`src/rtl/lcd_bus_driver.sv`:
```
// HD44780-class write engine: turns one accepted host byte into timed RS/data/E
// activity on the LCD pins (4- or 8-bit bus), then waits out the controller's execution time.
`timescale 1ns/1ps
module lcd_bus_driver #(
  parameter bit BUS4          = 1'b0,
  parameter int SETUP_CLK     = 3,
  parameter int PW_E_CLK      = 12,
  parameter int HOLD_CLK      = 1,
  parameter int GAP_CLK       = 50,
  parameter int EXEC_CLK      = 2000,
  parameter int LONG_EXEC_CLK = 82000,
  parameter int CNT_W         = 17
) (
  input  logic       clk,
  input  logic       reset,
  input  logic       in_valid,
  output logic       in_ready,
  input  logic       in_rs,
  input  logic [7:0] in_data,
  output logic       busy,
  output logic       done,
  output logic       LCD_RS,
  output logic       LCD_RW,
  output logic       LCD_E,
  output logic [7:0] LCD_data
);

  typedef enum logic [2:0] {IDLE, SETUP, PULSE, HOLD, GAP, EXEC} state_t;

  // Each phase loads N-1 on entry and leaves when the counter reads zero.
  localparam logic [CNT_W-1:0] SETUP_N = CNT_W'(SETUP_CLK - 1);
  localparam logic [CNT_W-1:0] PULSE_N = CNT_W'(PW_E_CLK - 1);
  localparam logic [CNT_W-1:0] HOLD_N  = CNT_W'(HOLD_CLK - 1);
  localparam logic [CNT_W-1:0] GAP_N   = CNT_W'(GAP_CLK - 1);
  localparam logic [CNT_W-1:0] EXEC_N  = CNT_W'(EXEC_CLK - 1);
  localparam logic [CNT_W-1:0] LONG_N  = CNT_W'(LONG_EXEC_CLK - 1);
  localparam logic [CNT_W-1:0] ONE     = CNT_W'(1);

  state_t           state_q, state_d;
  logic [CNT_W-1:0] cnt_q, cnt_d;
  logic             rs_q, rs_d;
  logic [7:0]       byte_q, byte_d;
  logic [7:0]       data_q, data_d;
  logic             phase_q, phase_d;
  logic             long_q, long_d;
  logic             e_q, e_d;
  logic             done_q, done_d;

  function automatic logic [7:0] drive_word(input logic [7:0] b, input logic ph);
    if (!BUS4) return b;
    return ph ? {b[3:0], 4'b0000} : {b[7:4], 4'b0000};
  endfunction

  always_ff @(posedge clk or posedge reset) begin
    if (reset) begin
      state_q <= IDLE;
      cnt_q   <= '0;
      rs_q    <= 1'b0;
      byte_q  <= 8'h00;
      data_q  <= 8'h00;
      phase_q <= 1'b0;
      long_q  <= 1'b0;
      e_q     <= 1'b0;
      done_q  <= 1'b0;
    end else begin
      state_q <= state_d;
      cnt_q   <= cnt_d;
      rs_q    <= rs_d;
      byte_q  <= byte_d;
      data_q  <= data_d;
      phase_q <= phase_d;
      long_q  <= long_d;
      e_q     <= e_d;
      done_q  <= done_d;
    end
  end

  always_comb begin
    state_d = state_q;
    cnt_d   = cnt_q;
    rs_d    = rs_q;
    byte_d  = byte_q;
    data_d  = data_q;
    phase_d = phase_q;
    long_d  = long_q;
    done_d  = 1'b0;
    case (state_q)
      IDLE: begin
        if (in_valid) begin
          state_d = SETUP;
          cnt_d   = SETUP_N;
          rs_d    = in_rs;
          byte_d  = in_data;
          phase_d = 1'b0;
          // Clear (0x01) and home (0x02/0x03) need the long execution wait.
          long_d  = !in_rs && (in_data[7:2] == 6'd0) && (in_data != 8'h00);
          data_d  = drive_word(in_data, 1'b0);
        end
      end
      SETUP: begin
        if (cnt_q == '0) begin
          state_d = PULSE;
          cnt_d   = PULSE_N;
        end else cnt_d = cnt_q - ONE;
      end
      PULSE: begin
        if (cnt_q == '0) begin
          state_d = HOLD;
          cnt_d   = HOLD_N;
        end else cnt_d = cnt_q - ONE;
      end
      HOLD: begin
        if (cnt_q == '0) begin
          if (BUS4 && !phase_q) begin
            state_d = GAP;
            cnt_d   = GAP_N;
          end else begin
            state_d = EXEC;
            cnt_d   = long_q ? LONG_N : EXEC_N;
          end
        end else cnt_d = cnt_q - ONE;
      end
      GAP: begin
        if (cnt_q == '0) begin
          state_d = SETUP;
          cnt_d   = SETUP_N;
          phase_d = 1'b1;
          data_d  = drive_word(byte_q, 1'b1);
        end else cnt_d = cnt_q - ONE;
      end
      EXEC: begin
        if (cnt_q == '0) begin
          state_d = IDLE;
          done_d  = 1'b1;
        end else cnt_d = cnt_q - ONE;
      end
      default: begin
        state_d = IDLE;
        cnt_d   = '0;
      end
    endcase
    e_d = (state_d == PULSE);
  end

  always_comb begin
    in_ready = (state_q == IDLE) && !reset;
    busy     = !in_ready;
    done     = done_q;
    LCD_RS   = rs_q;
    LCD_RW   = 1'b0;
    LCD_E    = e_q;
    LCD_data = data_q;
  end

endmodule
```
`config.mk`:
```
export PLATFORM = sky130hd
export DESIGN_NAME = lcd_bus_driver
export DESIGN_NICKNAME = d
export VERILOG_FILES = /design/src/rtl/lcd_bus_driver.sv
export SDC_FILE = /design/constraint.sdc
export NUM_CORES = 1
export LEC_CHECK = 0
export BUFFER_PORTS_ARGS = -buffer_cell sky130_fd_sc_hd__buf_2
export CAP_MARGIN = 20
export CORE_AREA = 2 2 54 81
export CTS_CLUSTER_SIZE = 14
export DETAILED_ROUTE_END_ITERATION = 7
export DIE_AREA = 0 0 56 83
export PLACE_DENSITY = 0.78
export SLEW_MARGIN = 20
export SYNTH_ARGS = -nofsm -noshare
export SYNTH_HDL_FRONTEND = slang
export SYNTH_SLANG_ARGS = --single-unit
```
`constraint.sdc`:
```
create_clock -name clk -period 7.8 [get_ports clk]
set_clock_uncertainty 0.15 [all_clocks]
set_input_delay 0.39 -clock clk [delete_from_list [all_inputs] [get_ports clk]]
set_output_delay 0.39 -clock clk [all_outputs]
set_load 0.005 [all_outputs]
```
======== After elaboration in Yosys (flattened, before gate mapping) ========
Cells that the tools add are included.
word-level totals
  register bits after elaboration ......... 40
  input bits .............................. 12
  output and inout bits ................... 14
  logic and storage cells ................. 58
operators by class
  $add $sub $neg .......................... 1
  eq/ne operators ......................... 9
  mux-type cells .......................... 26
  reduce and logical (&&, ||, !) cells .... 14
operators by type and width
  cell                                                 number
  two-way mux 17 bit                                   7
  one-hot mux 17 bit (6 select lines)                  1
  two-way mux 8 bit                                    3
  two-way mux 3 bit                                    6
  one-hot mux 3 bit (6 select lines)                   1
  logical NOT 17 bit                                   1
  subtractor 17 x 1 -> 17 bit (second input constant)  1
  one-hot mux 8 bit (2 select lines)                   1
  == test 3 x 2 -> 1 bit (second input constant)       3
  nonzero test 8 bit                                   1
  == test 3 bit (second input constant)                2
  logical NOT 6 bit                                    1
  two-way mux 1 bit                                    6
  inequality test 2 bit (second input constant)        3
  two-way mux 4 bit                                    1
  AND reduction 2 bit                                  2
  == test 3 x 1 -> 1 bit (second input constant)       1
  logical AND 1 bit                                    3
  logical NOT 1 bit                                    3
  logical NOT 3 bit                                    1
  AND reduction 3 bit                                  1
  nonzero test 2 bit                                   1

======== Logic depth before layout (Yosys ltp) ========
  word-level depth ........................ 6
  depth in mapped cells ................... 9

======== Least setup slack after synthesis ========
No wires, ideal clock.
  path kind ............................... register to register
  start point ............................. register cnt_q[0]
  end point ............................... register cnt_q[6]
  data arrival time ....................... 2.173 ns
  data required time ...................... 7.526 ns
  setup slack ............................. 5.353 ns
  stages on the path, launching flop included .. 10
  buffers on the path ..................... 1
  period minus slack after synthesis ...... 2.447 ns
  path through ............................ dfrtp_1 > inv_1 > ha_1 > nor4b_1 > nand4_4 > or2_4 > buf_6 > a21oi_4 > nor4_1 > a211o_1
between the ends
  longest elaborated chain between the ends .. 3
  elaborated cells between the ends (all ways) .. 10
  classes of those cells .................. add/sub: 1; eq/ne: 1; mux: 6; reduce/logical: 2
ends and longest elaborated chain
  what                                                                        line  source
  start, declared                                                             40    logic [CNT_W-1:0] cnt_q, cnt_d;
  start signal, assigned                                                      67    cnt_q <= cnt_d;
  subtractor 17 x 1 -> 17 bit or logical NOT 17 bit (tied branches)           -
  two-way mux 17 bit (tied with other cells)                                  132   if (cnt_q == '0) begin
  one-hot mux 17 bit (6 select lines) or AND reduction 2 bit (tied branches)  -
Several ways; a longest one is shown, not always the timed one. The select of a mux whose other input is x is not followed.
A chain may end at the register's enable or synchronous reset.

======== Final worst setup path ========
  start point ............................. register cnt_q[0]
  end point ............................... register data_q[3] (netlist: LCD_data[3])
between the ends
  longest elaborated chain between the ends .. 3
ends and longest elaborated chain
  what                             line  source
  logical NOT 17 bit               124   if (cnt_q == '0) begin
  inequality test 2 bit (no line)  -
  AND reduction 3 bit (no line)    -
  end signal, assigned             70    data_q <= data_d;
  end, declared                    43    logic [7:0] data_q, data_d;
No other way between the ends.

==> flow_summary.json <==
{
  "outcome": "complete, no violations",
  "finalHoldViolCount": 0,
  "ant_nets": 0,
  "routedWlPerCell_um": 16.41,
  "grt_antenna_before_repair": 0,
  "grt_max_degree": 42,
  "async_flop_share_pct": 100.0,
  "track_usage_pct": 24.47,
  "synthMuxAreaShare_pct": 1.444,
  "p_per_area_mw_per_mm2": 331.6,
  "p_seq_share_pct": 46.0,
  "num_antenna_cells": 0,
  "die_y_um": 83,
  "cts_hold_buf": 0,
  "core_mm2": 0.003924,
  "slowest_stage": "nor4b_1",
  "finalSetupViolations": 0,
  "clockRootBuffer": "clkbuf_8",
  "max-clock-path-buffers": 2,
  "slowest_delay_ns": 0.44,
  "ir_drop_v": 0.0002593,
  "cap_violations": 0,
  "timing.fmax_ghz": 0.3707,
  "yosysWarningCount": 0,
  "synth_compound_area_share_pct": 20.89,
  "synth.most_common_cell": "nand2_1",
  "grt_pass1_vias": 1942,
  "fin_crit_ns": 2.698,
  "reg2regPathDepth": 8,
  "cts_tree": "built",
  "start_util_pct": 57.40,
  "switching_share_pct": 37.16,
  "internal_power_w": 0.0005183,
  "final_nets": 288,
  "synthCells": 254,
  "critical_path_class": "reg -> reg",
  "comb_power_share_pct": 33.2,
  "yosys.area_share.simple_pct": 27.50,
  "worst_setup_path_start_kind": "flop",
  "chipWidth_um": 56,
  "post-route-period-util_pct": 34.58,
  "clockPowerShare_pct": 20.8,
  "tightest_slew_ns": 0.8491,
  "grt_pass1_wl_um": 9025,
  "maxSlewHeadroom_pct": 43.39,
  "cts-buffers-inserted": 5,
  "p_sw_w": 0.0003065,
  "seq_area_frac_synth_pct": 44.44,
  "yosys_most_used_dff": "dfrtp_1",
  "drt-pass1-iter-count": 4,
  "avgSynthCellArea_um2": 8.867,
  "critPathRequiredTime_ns": 7.89,
  "routabilityCongestion": 0.9683,
  "yosys_register_bits": 40,
  "crit_fanout": 10,
  "vias_per_cell": 6.065,
  "yosys.area.top_type": "dfrtp_1",
  "synth_top_family_by_area": "simple AND/OR/NAND/NOR gates",
  "overflow": 0,
  "post-cts-setup-buffers": 0,
  "clkTransAtPathRegs_ns": 0.08,
  "num_rows": 28,
  "htree_levels": 2,
  "io_pins": 26,
  "drv_slew": 0,
  "syn_area_mm2": 0.002252,
  "clock-sinks": 40,
  "dr.first_iter.drc_count": 99,
  "synth_top_area_share_pct": 44.44,
  "crit_arrival_ns": 2.79,
  "tns_ns": 0,
  "hold_class": "in -> async",
  "drc": 0,
  "synth_xor_xnor_area_share_pct": 1.167,
  "routed_wl_um": 5269,
  "insertion_delay_ns": 0.30,
  "p_leak_nw": 1.113,
  "postLayoutCoreUtil_pct": 63.39,
  "crit_chain": "inv_1 > ha_1 > nor4b_1 > nand4_4 > nor2_2 > nand3_2 > nand2_1 > o21a_1",
  "final_layout_size_suffix_gt1_share_pct": 17.75,
  "numPortBuffers": 24,
  "crit_path_end_kind": "flop",
  "die-area_mm2": 0.004648,
  "ctsResizeCount": 0,
  "synthAdderAreaFrac_pct": 0.5556,
  "synth_top_cells_by_count": "50 x nand2_1, 40 x dfrtp_1, 17 x nor2_1, 12 x o21ai_0",
  "power_w": 0.0008248,
  "routed-via-count": 1947,
  "dp_hpwl_um": 3792,
  "ys_top_cells_by_area": "dfrtp_1 44%, nand2_1 8.3%, o22a_1 3.1%",
  "synth_edf_count": 0,
  "netlist-cell-type-count": 58,
  "synth_nets": 267,
  "grt_setup_unrepaired": "false",
  "n_fill_cell": 369,
  "synthToLayoutAreaGrowth_pct": 10.44
}
==> layout make-up <==
type                       instances  area (um2)  share of cell area [%]
clock inverter                     2       35.03                   1.408
sequential                        40        1001                   40.24
tap                               45       56.30                   2.264
clock buffer                       6       72.57                   2.917
inverter                           8       30.03                   1.207
multi-input combinational        195        1165                   46.83
timing repair buffer              25       127.6                   5.131
==> layer usage <==
| metal | vias to the layer above | track usage, % | wire length [um] |
|---|---|---|---|
| met2 | 54 | 44.28 | 2962 |
| met1 | 931 | 27.77 | 2016 |
| li1 | 954 | - | - |
| met4 | 0 | 9.957 | 91 |
| met3 | 8 | 4.206 | 199 |
| met5 | - | 0 | 0 |
==> flip-flops by register name, indices dropped and copies added, names as in the netlist <==
name,cells
LCD_E,1
LCD_RS,1
LCD_data,8
byte_q,8
cnt_q,17
done,1
long_q,1
state_q,3
==> worst paths after layout <==
path	start	endpoint	slack (ns)
setup / recovery	cnt_q[0]	LCD_data[3]	5.10
hold / removal	reset	cnt_q[2]	0.05
setup reg to reg	cnt_q[0]	LCD_data[3]	5.10
hold reg to reg	byte_q[5]	byte_q[5]	0.34
max in group asynchronous	reset	LCD_data[1]	7.09
min in group clk	in_data[5]	long_q	0.16
==> cells by family (layout without fill, tap and decap cells) <==
logic type	after synthesis	after routing
xor gates and xnor gates	3	3
other	1	1
buffers and inverters	19	41
DFF	40	40
and+or+nand+nor	121	121
muxes	3	3
adders and majority gates	1	1
AOI/OAI and AO/OA	66	66
==> worst max-delay path: cells and delay by family (launching register included) <==
family                     cells  cell delay (ns)
DFF                            1             0.41
adders and majority gates      1             0.22
and+or+nand+nor                5             1.61
AOI/OAI and AO/OA              1             0.16
buffers and inverters          1             0.09
==> metrics by stage <==
step                cell area (um2)  hold slack, ns  setup WS, ns  instances
floorplan                      2252          0.2966         5.353        254
global placement               2380          0.3039         5.190        313
detailed placement             2380          0.3179         5.123        313
CTS                            2487         0.07402         5.097        321
global route                   2487          0.1292         4.911        321
finish                         2487         0.04683         5.102        321
==> cell usage in the layout (no fill, tap or decap), types with 8 or more instances in the layout <==
cell type   n
nand2_1    50
dfrtp_1    40
buf_2      24
nor2_1     17
o21ai_0    12
nor3_1     11
a21oi_1    11
o21a_1      9
o22a_1      8
inv_1       8
==> power groups by stage <==
stage	clock [W]	sequential [W]	combinational (W)
finish	0.000171	0.000380	0.000274
global route	0.000181	0.000392	0.000312
CTS	0.000173	0.000377	0.000276
detailed placement	0	0.000380	0.000274
global placement	0	0.000377	0.000268
floorplan	0	0.000351	0.000216
Power figures use the tool's default switching activity.
